**config.mk**
```make
export PLATFORM = sky130hd
export DESIGN_NAME = sar2_ctrl
export DESIGN_NICKNAME = d
export VERILOG_FILES = /design/src/rtl/sar_pkg.sv /design/src/rtl/sar_phase_timer.sv /design/src/rtl/sar2_ctrl.sv
export SDC_FILE = /design/constraint.sdc
export NUM_CORES = 1
export LEC_CHECK = 0
export ABC_AREA = 1
export ABC_CLOCK_PERIOD_IN_PS = 2800
export CAP_MARGIN = 40
export CORE_ASPECT_RATIO = 1.25
export CORE_MARGIN = 4
export CORE_UTILIZATION = 56
export CTS_CLUSTER_SIZE = 24
export DETAILED_ROUTE_END_ITERATION = 6
export PLACE_DENSITY = 0.84
export SETUP_SLACK_MARGIN = 0.15
export SYNTH_ARGS = -nofsm -noshare
export SYNTH_HDL_FRONTEND = slang
export SYNTH_HIERARCHICAL = 1
export SYNTH_SLANG_ARGS = --single-unit
```
**constraint.sdc**
```tcl
create_clock -name clk -period 2.8 [get_ports clk]
set_input_delay 0.56 -clock clk [delete_from_list [all_inputs] [get_ports clk]]
set_output_delay 0.56 -clock clk [all_outputs]
set_load 0.02 [all_outputs]
```
**src/rtl/sar_pkg.sv**
```systemverilog
// Shared types and elaboration helpers for the two-step SAR controller.
// Used by sar2_ctrl and its phase timer.
package sar_pkg;

    typedef enum logic [2:0] {
        ST_IDLE,
        ST_SAMPLE,
        ST_COMP,
        ST_SETTLE,
        ST_DECIDE,
        ST_DONE
    } sar_state_e;

    function automatic int step_cyc(input int cmp_wait);
        return 2 + cmp_wait;
    endfunction

    function automatic int tmr_width(input int sample_cyc, input int cmp_wait);
        int m;
        m = (sample_cyc > cmp_wait) ? sample_cyc : cmp_wait;
        return $clog2(m + 1);
    endfunction

    function automatic bit params_ok(
        input int nc,
        input int nf,
        input int sample_cyc,
        input int cmp_wait
    );
        return (nc >= 1) && (nf >= 1) && (sample_cyc >= 1) && (cmp_wait >= 0);
    endfunction

endpackage

```
**src/rtl/sar_phase_timer.sv**
```systemverilog
// Loadable down-counter timing the SAMPLE and SETTLE phases.
// done is high in the last cycle of a loaded phase.
module sar_phase_timer #(
    parameter int WIDTH = 2
) (
    input  logic             clk,
    input  logic             rst_n,
    input  logic             load,
    input  logic [WIDTH-1:0] load_val,
    output logic             done
);

    logic [WIDTH-1:0] cnt;

    always_ff @(posedge clk or negedge rst_n) begin
        if (!rst_n) begin
            cnt <= '0;
        end else if (load) begin
            cnt <= load_val;
        end else if (cnt != '0) begin
            cnt <= cnt - WIDTH'(1);
        end
    end

    assign done = (cnt == WIDTH'(1));

endmodule

```
**src/rtl/sar2_ctrl.sv**
```systemverilog
// Two-step coarse/fine SAR conversion controller with a
// valid/ready result port and sticky overrun flag.
module sar2_ctrl
    import sar_pkg::*;
#(
    parameter int NC         = 4,
    parameter int NF         = 4,
    parameter int SAMPLE_CYC = 2,
    parameter int CMP_WAIT   = 1
) (
    input  logic             clk,
    input  logic             rst_n,
    input  logic             cnvst,
    input  logic             cont,
    input  logic             cmp_out,
    output logic             s_clk,
    output logic             cmp_clk,
    output logic [NC+NF-1:0] dac_code,
    output logic [NF-1:0]    fine_a,
    output logic [NF-1:0]    fine_b,
    output logic             fine_up,
    output logic             fine_switch,
    output logic             busy,
    output logic [NC+NF-1:0] dout,
    output logic             dout_valid,
    input  logic             dout_ready,
    output logic             overrun
);

    localparam int W  = NC + NF;
    localparam int KW = (W > 1) ? $clog2(W) : 1;
    localparam int TW = tmr_width(SAMPLE_CYC, CMP_WAIT);
    localparam int STEP = step_cyc(CMP_WAIT);
    localparam bit NO_SETTLE = (CMP_WAIT == 0);

    localparam logic [W-1:0]  ONE_W = W'(1);
    localparam logic [NF-1:0] ONE_F = NF'(1);
    localparam logic [KW-1:0] K_NF  = KW'(NF);
    localparam logic [KW-1:0] K_TOP = KW'(W - 1);

    if (!params_ok(NC, NF, SAMPLE_CYC, CMP_WAIT) || STEP < 2) begin : g_bad
        $error("sar2_ctrl: NC, NF and SAMPLE_CYC must be >= 1");
    end

    sar_state_e state;
    sar_state_e state_nxt;

    logic [KW-1:0] k;
    logic          bnd;
    logic          start;
    logic          last_dec;
    logic          tmr_load;
    logic [TW-1:0] tmr_val;
    logic          tmr_done;

    logic          s_clk_nxt;
    logic          cmp_clk_nxt;
    logic          busy_nxt;

    logic          is_bnd;
    logic          is_coarse;
    logic          is_fine;
    logic [W-1:0]  bit_k;
    logic [NF-1:0] fbit;
    logic          d;
    logic          hs;

    sar_phase_timer #(
        .WIDTH(TW)
    ) u_timer (
        .clk     (clk),
        .rst_n   (rst_n),
        .load    (tmr_load),
        .load_val(tmr_val),
        .done    (tmr_done)
    );

    assign last_dec = !bnd && (k == '0);
    assign start    = (state == ST_IDLE) && (state_nxt == ST_SAMPLE);
    assign tmr_load = start
                   || ((state == ST_COMP) && (state_nxt == ST_SETTLE));
    assign tmr_val  = (state == ST_IDLE) ? TW'(SAMPLE_CYC) : TW'(CMP_WAIT);

    always_ff @(posedge clk or negedge rst_n) begin
        if (!rst_n) begin
            state <= ST_IDLE;
        end else begin
            state <= state_nxt;
        end
    end

    always_comb begin
        state_nxt = state;
        unique case (state)
            ST_IDLE:   if (cnvst || cont) state_nxt = ST_SAMPLE;
            ST_SAMPLE: if (tmr_done) state_nxt = ST_COMP;
            ST_COMP:   state_nxt = NO_SETTLE ? ST_DECIDE : ST_SETTLE;
            ST_SETTLE: if (tmr_done) state_nxt = ST_DECIDE;
            ST_DECIDE: state_nxt = last_dec ? ST_DONE : ST_COMP;
            ST_DONE:   state_nxt = ST_IDLE;
            default:   state_nxt = ST_IDLE;
        endcase
    end

    // Strobes are decoded from the next state so they line up with state.
    always_comb begin
        s_clk_nxt   = (state_nxt == ST_IDLE) || (state_nxt == ST_SAMPLE);
        cmp_clk_nxt = (state_nxt == ST_COMP);
        busy_nxt    = (state_nxt != ST_IDLE);
    end

    always_ff @(posedge clk or negedge rst_n) begin
        if (!rst_n) begin
            s_clk   <= 1'b1;
            cmp_clk <= 1'b0;
            busy    <= 1'b0;
        end else begin
            s_clk   <= s_clk_nxt;
            cmp_clk <= cmp_clk_nxt;
            busy    <= busy_nxt;
        end
    end

    assign is_bnd    = bnd;
    assign is_coarse = !bnd && (k >= K_NF);
    assign is_fine   = !bnd && (k < K_NF);
    assign bit_k     = ONE_W << k;
    assign fbit      = ONE_F << k;
    assign d         = cmp_out ^ fine_up;

    always_ff @(posedge clk or negedge rst_n) begin
        if (!rst_n) begin
            dac_code    <= '0;
            fine_a      <= '0;
            fine_b      <= '0;
            fine_up     <= 1'b0;
            fine_switch <= 1'b0;
            k           <= '0;
            bnd         <= 1'b0;
        end else if (start) begin
            dac_code    <= ONE_W << (W - 1);
            fine_a      <= '0;
            fine_b      <= '0;
            fine_up     <= 1'b0;
            fine_switch <= 1'b0;
            k           <= K_TOP;
            bnd         <= 1'b0;
        end else if (state == ST_DECIDE) begin
            unique case (1'b1)
                is_bnd: begin
                    fine_up     <= cmp_out;
                    fine_switch <= 1'b1;
                    dac_code    <= dac_code | bit_k;
                    bnd         <= 1'b0;
                end
                is_coarse: begin
                    // The last coarse bit hands over to the bound step.
                    dac_code <= (cmp_out ? dac_code : dac_code & ~bit_k)
                              | ((k != K_NF) ? (bit_k >> 1) : '0);
                    bnd      <= (k == K_NF);
                    k        <= k - KW'(1);
                end
                is_fine: begin
                    dac_code <= (d ? dac_code : dac_code & ~bit_k)
                              | ((k != '0) ? (bit_k >> 1) : '0);
                    fine_a   <= fine_a | (d ? fbit : '0);
                    fine_b   <= fine_b | (d ? '0 : fbit);
                    if (k != '0) begin
                        k <= k - KW'(1);
                    end
                end
                default: begin
                    bnd <= 1'b0;
                end
            endcase
        end else if (state == ST_DONE) begin
            fine_switch <= 1'b0;
        end
    end

    assign hs = dout_valid && dout_ready;

    always_ff @(posedge clk or negedge rst_n) begin
        if (!rst_n) begin
            dout       <= '0;
            dout_valid <= 1'b0;
            overrun    <= 1'b0;
        end else if (state == ST_DONE) begin
            dout       <= dac_code;
            dout_valid <= 1'b1;
            if (dout_valid && !dout_ready) begin
                overrun <= 1'b1;
            end else if (hs) begin
                overrun <= 1'b0;
            end
        end else if (hs) begin
            dout_valid <= 1'b0;
            overrun    <= 1'b0;
        end
    end

endmodule

```
==> reports/qor.json, run 1 <==
{
  "met3_length_um": 290,
  "footprint_of_the_multi_input_gates_um2": 914.6,
  "synthSimpleGateAreaFrac": 0.3021,
  "dpl_worst_slack_ps": 713.2,
  "holdBufCountCts": 0,
  "detailedPlacementHpwl_um": 3234,
  "routedLengthMet1_um": 1887,
  "buffer_ports.inserted": 36,
  "numCtsBuffers": 5,
  "synth-adder-area-share": 0.04281,
  "commonest_non_fill_non_tap_cell_in_the_layout": "sky130_fd_sc_hd__nand2_1",
  "synthToLayoutAreaGrowth_pct": 24.65,
  "final-seq-area_um2": 1002,
  "totalNegativeSetupSlack_ps": 0,
  "final_antenna_net_count": 0,
  "synth_top_family_by_area": "simple AND/OR/NAND/NOR gates",
  "status": "completed",
  "mean_routed_wirelength_per_cell_um": 13.34,
  "grt_antenna_before_repair": 0,
  "detail_route.wirelength_um": 4322,
  "global_route.overflow_total": 0,
  "criticalPathCategory": "reg -> out",
  "insertion_delay_ps": 290,
  "data_required_time_of_the_critical_path_ps": 2240,
  "fp.coreArea_um2": 3513,
  "kind_of_path_behind_the_tightest_hold_check": "in -> async",
  "grt_pass1_vias": 1642,
  "cp_num_buf_inv": 1,
  "routed.top_layer": "met4",
  "total_leakage_power_nw": 1.225,
  "maxcap_viol_count": 0,
  "cts_num_sinks": 40,
  "fillers": 260,
  "drive_gt1_frac": 0.1123,
  "global_route.usage.total": 0.2029,
  "synth_cell_types": 27,
  "cp_max_fo": 1,
  "cp-start-kind": "flip-flop",
  "chipHeight_um": 75.58,
  "detail_route.first_pass.iterations": 4,
  "timing.critical_path.arrival_ps": 1390,
  "cts_setup_buffers": 0,
  "max-slew-margin-rel": 0.7222,
  "dr_wl_met2_um": 2085,
  "cts_resized": 0,
  "postSynthAreaPerCell_um2": 8.350,
  "design.die.area_um2": 4690,
  "ctsLongestPathBuffers": 2,
  "place.gp.congestion": 0.9049,
  "synth-compound-area-share": 0.1021,
  "postLayoutSetupSlackWorst_ps": 854.3,
  "power.total_mw": 2.021,
  "drt_iter0_markers": 113,
  "worst_r2r_path_depth": 8,
  "grt_max_degree": 29,
  "setup.reg_to_reg.worst_slack_ps": 1080,
  "drc": 0,
  "ys_ff_latch": 40,
  "syn-num-nets": 258,
  "num_io_pins": 37,
  "max_freq_ghz": 0.5139,
  "rsz0062_at_grt": "false",
  "max_stage_delay_ps": 590,
  "worstSetupEndpointType": "primary output",
  "antenna_cells": 0,
  "crit_path_top_delay_cell": "sky130_fd_sc_hd__clkdlybuf4s50_1",
  "cts.root.buffer_cell": "sky130_fd_sc_hd__clkbuf_8",
  "power_density_nw_per_um2": 792.4,
  "synth-xor-area-share": 0,
  "launching_point_of_the_worst_reg2reg_path": "state[0]",
  "final_hold_viol_count": 0,
  "timing_max_transition_violations_final": 0,
  "routed-via-count": 1746,
  "synth-warning-count": 6,
  "period_minus_slack_ps": 1946,
  "cts_max_level": 2,
  "fin_skew_ps": 4.768,
  "final_cell_mix": "sky130_fd_sc_hd__nand2_1, sky130_fd_sc_hd__dfrtp_1, sky130_fd_sc_hd__clkdlybuf4s50_1",
  "synthMuxAreaShare": 0,
  "worst_pin_slew_ps": 416.7,
  "cts.clk_slew.worst_paths_ps": 80,
  "nets": 297,
  "worst_ir_drop_vdd_v": 0.0007912,
  "r2r-end": "u_timer/cnt[0]",
  "synth_sequential_area_ratio": 0.4899,
  "tritoncts": "built",
  "rows": 24,
  "synthCells": 245,
  "global_route_wire_length_before_repair_um": 7127,
  "setup_violations": 0,
  "period_utilisation_layout": 0.6949,
  "fp.dieW_um": 62.06,
  "routed_via_density": 5.389,
  "path_cells": "clkdlybuf4s50_1",
  "post_synth_instance_area_um2": 2046,
  "crit_family": "buffers and inverters",
  "initial_utilization": 0.5823
}
-- final cells by class --
cell class                 count  area share
sequential                    40      0.3930
multi-input combinational    173      0.3587
timing repair buffer          37      0.1472
inverter                      27     0.03974
clock buffer                   6     0.02846
tap                           39     0.01914
clock inverter                 2     0.01374
-- cells by family after synthesis --
| family | after synthesis |
|---|---|
| and+or+nand+nor | 129 |
| AOI/OAI and AO/OA | 37 |
| adders and majority gates | 7 |
| buffers and inverters | 32 |
| DFF | 40 |
-- layer usage --
| layer | track usage | vias to the layer above |
|---|---|---|
| met4 | 0.08019 | 0 |
| met1 | 0.2719 | 807 |
| li1 | - | 866 |
| met5 | 0 | - |
| met2 | 0.3180 | 65 |
| met3 | 0.04407 | 8 |
-- through the flow --
stage | instances | area (um2) | hold WS (ps) | utilization
detailed placement | 316 | 2442 | 462.7 | 0.6952
global route | 324 | 2550 | 161.7 | 0.7258
global placement | 315 | 2422 | 452.2 | 0.6895
floorplan | 245 | 2046 | 264.4 | -
CTS | 324 | 2550 | 161.7 | 0.7258
finish | 324 | 2550 | 157.8 | 0.7258
-- state kept, by name, indices dropped and copies added (netlist names), 2 cells and up, named ones only --
name and count:
dout 8, fine_a 4, fine_b 4, u_timer/cnt 2
dac_code 8, k 3, state 3
-- power by group --
part           internal (mW)  total [mW]  switching (mW)
combinational          0.297       0.779           0.482
clock                  0.264       0.455           0.190
sequential             0.688       0.787          0.0990
total                   1.25        2.02           0.771
-- Yosys cell counts (all sizes together) --
cell / count / area [um2]
nand2: 79 / 314.0
dfrtp: 39 / 975.9
nor2: 30 / 181.4
inv: 27 / 101.3
o21ai: 19 / 95.09
nand3: 14 / 75.07
a21oi: 7 / 35.03
ha: 7 / 87.58
a31oi: 5 / 31.28
buf: 5 / 27.53
nand4: 4 / 31.28
o221ai: 3 / 26.28
o22ai: 2 / 12.51
a2bb2oi: 1 / 8.760
and2: 1 / 6.260
dfstp: 1 / 26.28
nor3: 1 / 10.01
-- worst max-delay path by stage --
stage | start | endpoint | slack [ps] | cells past startpoint
3_3_place_gp | cmp_out | dac_code[1] | 750 | 8
2_1_floorplan | state[0] | u_timer/cnt[0] | 1480 | 9
4_1_cts | s_clk | s_clk | 850 | 1
6_report | s_clk | s_clk | 850 | 1
5_1_grt | s_clk | s_clk | 820 | 1
3_5_place_dp | cmp_out | dac_code[1] | 710 | 8
No activity file was read; power rests on OpenSTA's default activity.
==> run 2, diff against run 1 <==
--- a/config.mk
+++ b/config.mk
@@ -6,14 +6,14 @@
 export NUM_CORES = 1
 export LEC_CHECK = 0
 export ABC_AREA = 1
-export ABC_CLOCK_PERIOD_IN_PS = 2800
+export ABC_CLOCK_PERIOD_IN_PS = 1900
 export CAP_MARGIN = 40
 export CORE_ASPECT_RATIO = 1.25
 export CORE_MARGIN = 4
-export CORE_UTILIZATION = 56
+export CORE_UTILIZATION = 52
 export CTS_CLUSTER_SIZE = 24
 export DETAILED_ROUTE_END_ITERATION = 6
-export PLACE_DENSITY = 0.84
+export PLACE_DENSITY = 0.79
 export SETUP_SLACK_MARGIN = 0.15
 export SYNTH_ARGS = -nofsm -noshare
 export SYNTH_HDL_FRONTEND = slang
==> constraint.sdc (replaced) <==
create_clock -name clk -period 1.9 [get_ports clk]
set_input_delay 0.38 -clock clk [delete_from_list [all_inputs] [get_ports clk]]
set_output_delay 0.38 -clock clk [all_outputs]
set_load 0.02 [all_outputs]
==> run 2 against run 1 <==
Effect of this change: the flow now finishes with violations (negative hold slack); hold slack got worse by 170 ps; clock power increased by 52%; via count increased by 0.57%; flip-flop and latch count unchanged; register-to-register slack got worse by 710 ps; first-iteration DRC count decreased by 28%; final cell count increased by 5.6%; power increased by 48%; critical path depth unchanged; sequential power increased by 47%.
==> reports/qor.json, run 2 (synthesis gave the netlist of run 1 again) <==
{
  "status": "complete, but fails checks",
  "failed_checks": "negative hold slack",
  "final_cell_mix": "sky130_fd_sc_hd__nand2_1, sky130_fd_sc_hd__dfrtp_1, sky130_fd_sc_hd__clkdlybuf4s50_1",
  "cp_num_buf_inv": 1,
  "final_hold_viol_count": 12,
  "timing.critical_path.arrival_ps": 1310,
  "power_density_nw_per_um2": 1155,
  "totalNegativeSetupSlack_ps": 0,
  "final-seq-area_um2": 1002,
  "design.die.area_um2": 5008,
  "drc": 0,
  "antenna_cells": 0,
  "worst_pin_slew_ps": 426.0,
  "dpl_worst_slack_ps": 154.5,
  "global_route.usage.total": 0.1945,
  "cts_setup_buffers": 0,
  "worstSetupEndpointType": "primary output",
  "rows": 25,
  "fin_worst_hold_slack_ps": -8.645,
  "footprint_of_the_multi_input_gates_um2": 914.6,
  "grt_max_degree": 18,
  "post-route-util": 0.6846,
  "numCtsBuffers": 5,
  "setup.reg_to_reg.worst_slack_ps": 370,
  "global_route_wire_length_before_repair_um": 7693,
  "cts_num_sinks": 40,
  "crit_family": "buffers and inverters",
  "cp_max_fo": 3,
  "ctsLongestPathBuffers": 2,
  "detailedPlacementHpwl_um": 3288,
  "total_leakage_power_nw": 1.307,
  "path_cells": "clkdlybuf4s50_1",
  "grt_pass1_vias": 1717,
  "criticalPathCategory": "reg -> out",
  "routed-via-count": 1756,
  "initial_utilization": 0.5405,
  "final_antenna_net_count": 0,
  "fin_skew_ps": 3.969,
  "maxcap_viol_count": 0,
  "worst_ir_drop_vdd_v": 0.0005692,
  "synthToLayoutAreaGrowth_pct": 26.67,
  "buffer_ports.inserted": 36,
  "mean_routed_wirelength_per_cell_um": 12.71,
  "max_freq_ghz": 0.5914,
  "fillers": 299,
  "global_route.overflow_total": 0,
  "drt_iter0_markers": 81,
  "fp.coreArea_um2": 3785,
  "drive_gt1_frac": 0.1250,
  "setup_violations": 0,
  "rsz0062_at_grt": "false",
  "num_io_pins": 37,
  "cts_max_level": 2,
  "period_utilisation_layout": 0.8899,
  "detail_route.wirelength_um": 4346,
  "kind_of_path_behind_the_tightest_hold_check": "in -> async",
  "commonest_non_fill_non_tap_cell_in_the_layout": "sky130_fd_sc_hd__nand2_1",
  "launching_point_of_the_worst_reg2reg_path": "k[0]",
  "power.total_mw": 2.993,
  "timing_max_transition_violations_final": 0,
  "detail_route.first_pass.iterations": 4,
  "max-slew-margin-rel": 0.7160,
  "r2r-end": "dac_code[0]",
  "cts.root.buffer_cell": "sky130_fd_sc_hd__clkbuf_8",
  "fp.dieW_um": 64.10,
  "period_minus_slack_ps": 1691,
  "top_regs": "dac_code (8), dout (8)",
  "postLayoutSetupSlackWorst_ps": 209.2,
  "routed_via_density": 5.135,
  "max_stage_delay_ps": 620,
  "cp-start-kind": "flip-flop",
  "insertion_delay_ps": 290,
  "crit_path_top_delay_cell": "sky130_fd_sc_hd__clkdlybuf4s50_1",
  "data_required_time_of_the_critical_path_ps": 1520,
  "chipHeight_um": 78.13,
  "cts.clk_slew.worst_paths_ps": 80,
  "place.gp.congestion": 0.8284,
  "grt_antenna_before_repair": 0,
  "worst_r2r_path_depth": 7,
  "nets": 300,
  "tritoncts": "built"
}
[run 2: stage by stage]
step,cells,instance area (um2)
detailed placement,334,2471
floorplan,245,2046
global route,342,2591
CTS,342,2581
global placement,334,2471
finish,342,2591
[run 2: power breakdown]
group	leakage [nW]	switching, mW	internal [mW]	total [mW]
registers	0.520	0.144	1.01	1.16
logic	0.733	0.704	0.439	1.14
clock network	0.0541	0.304	0.389	0.692
[run 2: how the worst max path moves through the flow]
stage / to / slack (ps) / cells past startpoint / start
floorplan: u_timer/cnt[0] / 580 / 9 / state[0]
global placement: dac_code[2] / 210 / 8 / cmp_out
detailed placement: dac_code[1] / 150 / 8 / cmp_out
CTS: fine_up / 180 / 1 / fine_up
global route: dac_code[0] / 150 / 1 / dac_code[0]
finish: dac_code[0] / 210 / 1 / dac_code[0]
[run 2: what timing repair did]
item                                    4_1_cts  5_1_grt
hold buffers                                  0        0
pin swaps                                     0        0
endpoints found under the setup margin        1        4
resized for setup                             1        4
[run 2: cell type report]
type,instances,area share
clock buffers,5,0.02656
clock inverters,3,0.01642
inverters,27,0.03911
multi-input cells,173,0.3530
flip-flops and latches,40,0.3868
well taps,54,0.02607
repair buffers,40,0.1521
[run 2: routing by layer]
| layer | wire, um | track usage | up-vias |
|---|---|---|---|
| li1 | - | - | 878 |
| met1 | 1882 | 0.2453 | 812 |
| met2 | 2121 | 0.3092 | 56 |
| met3 | 230 | 0.05150 | 10 |
| met4 | 111 | 0.09302 | 0 |
| met5 | 0 | 0 | - |
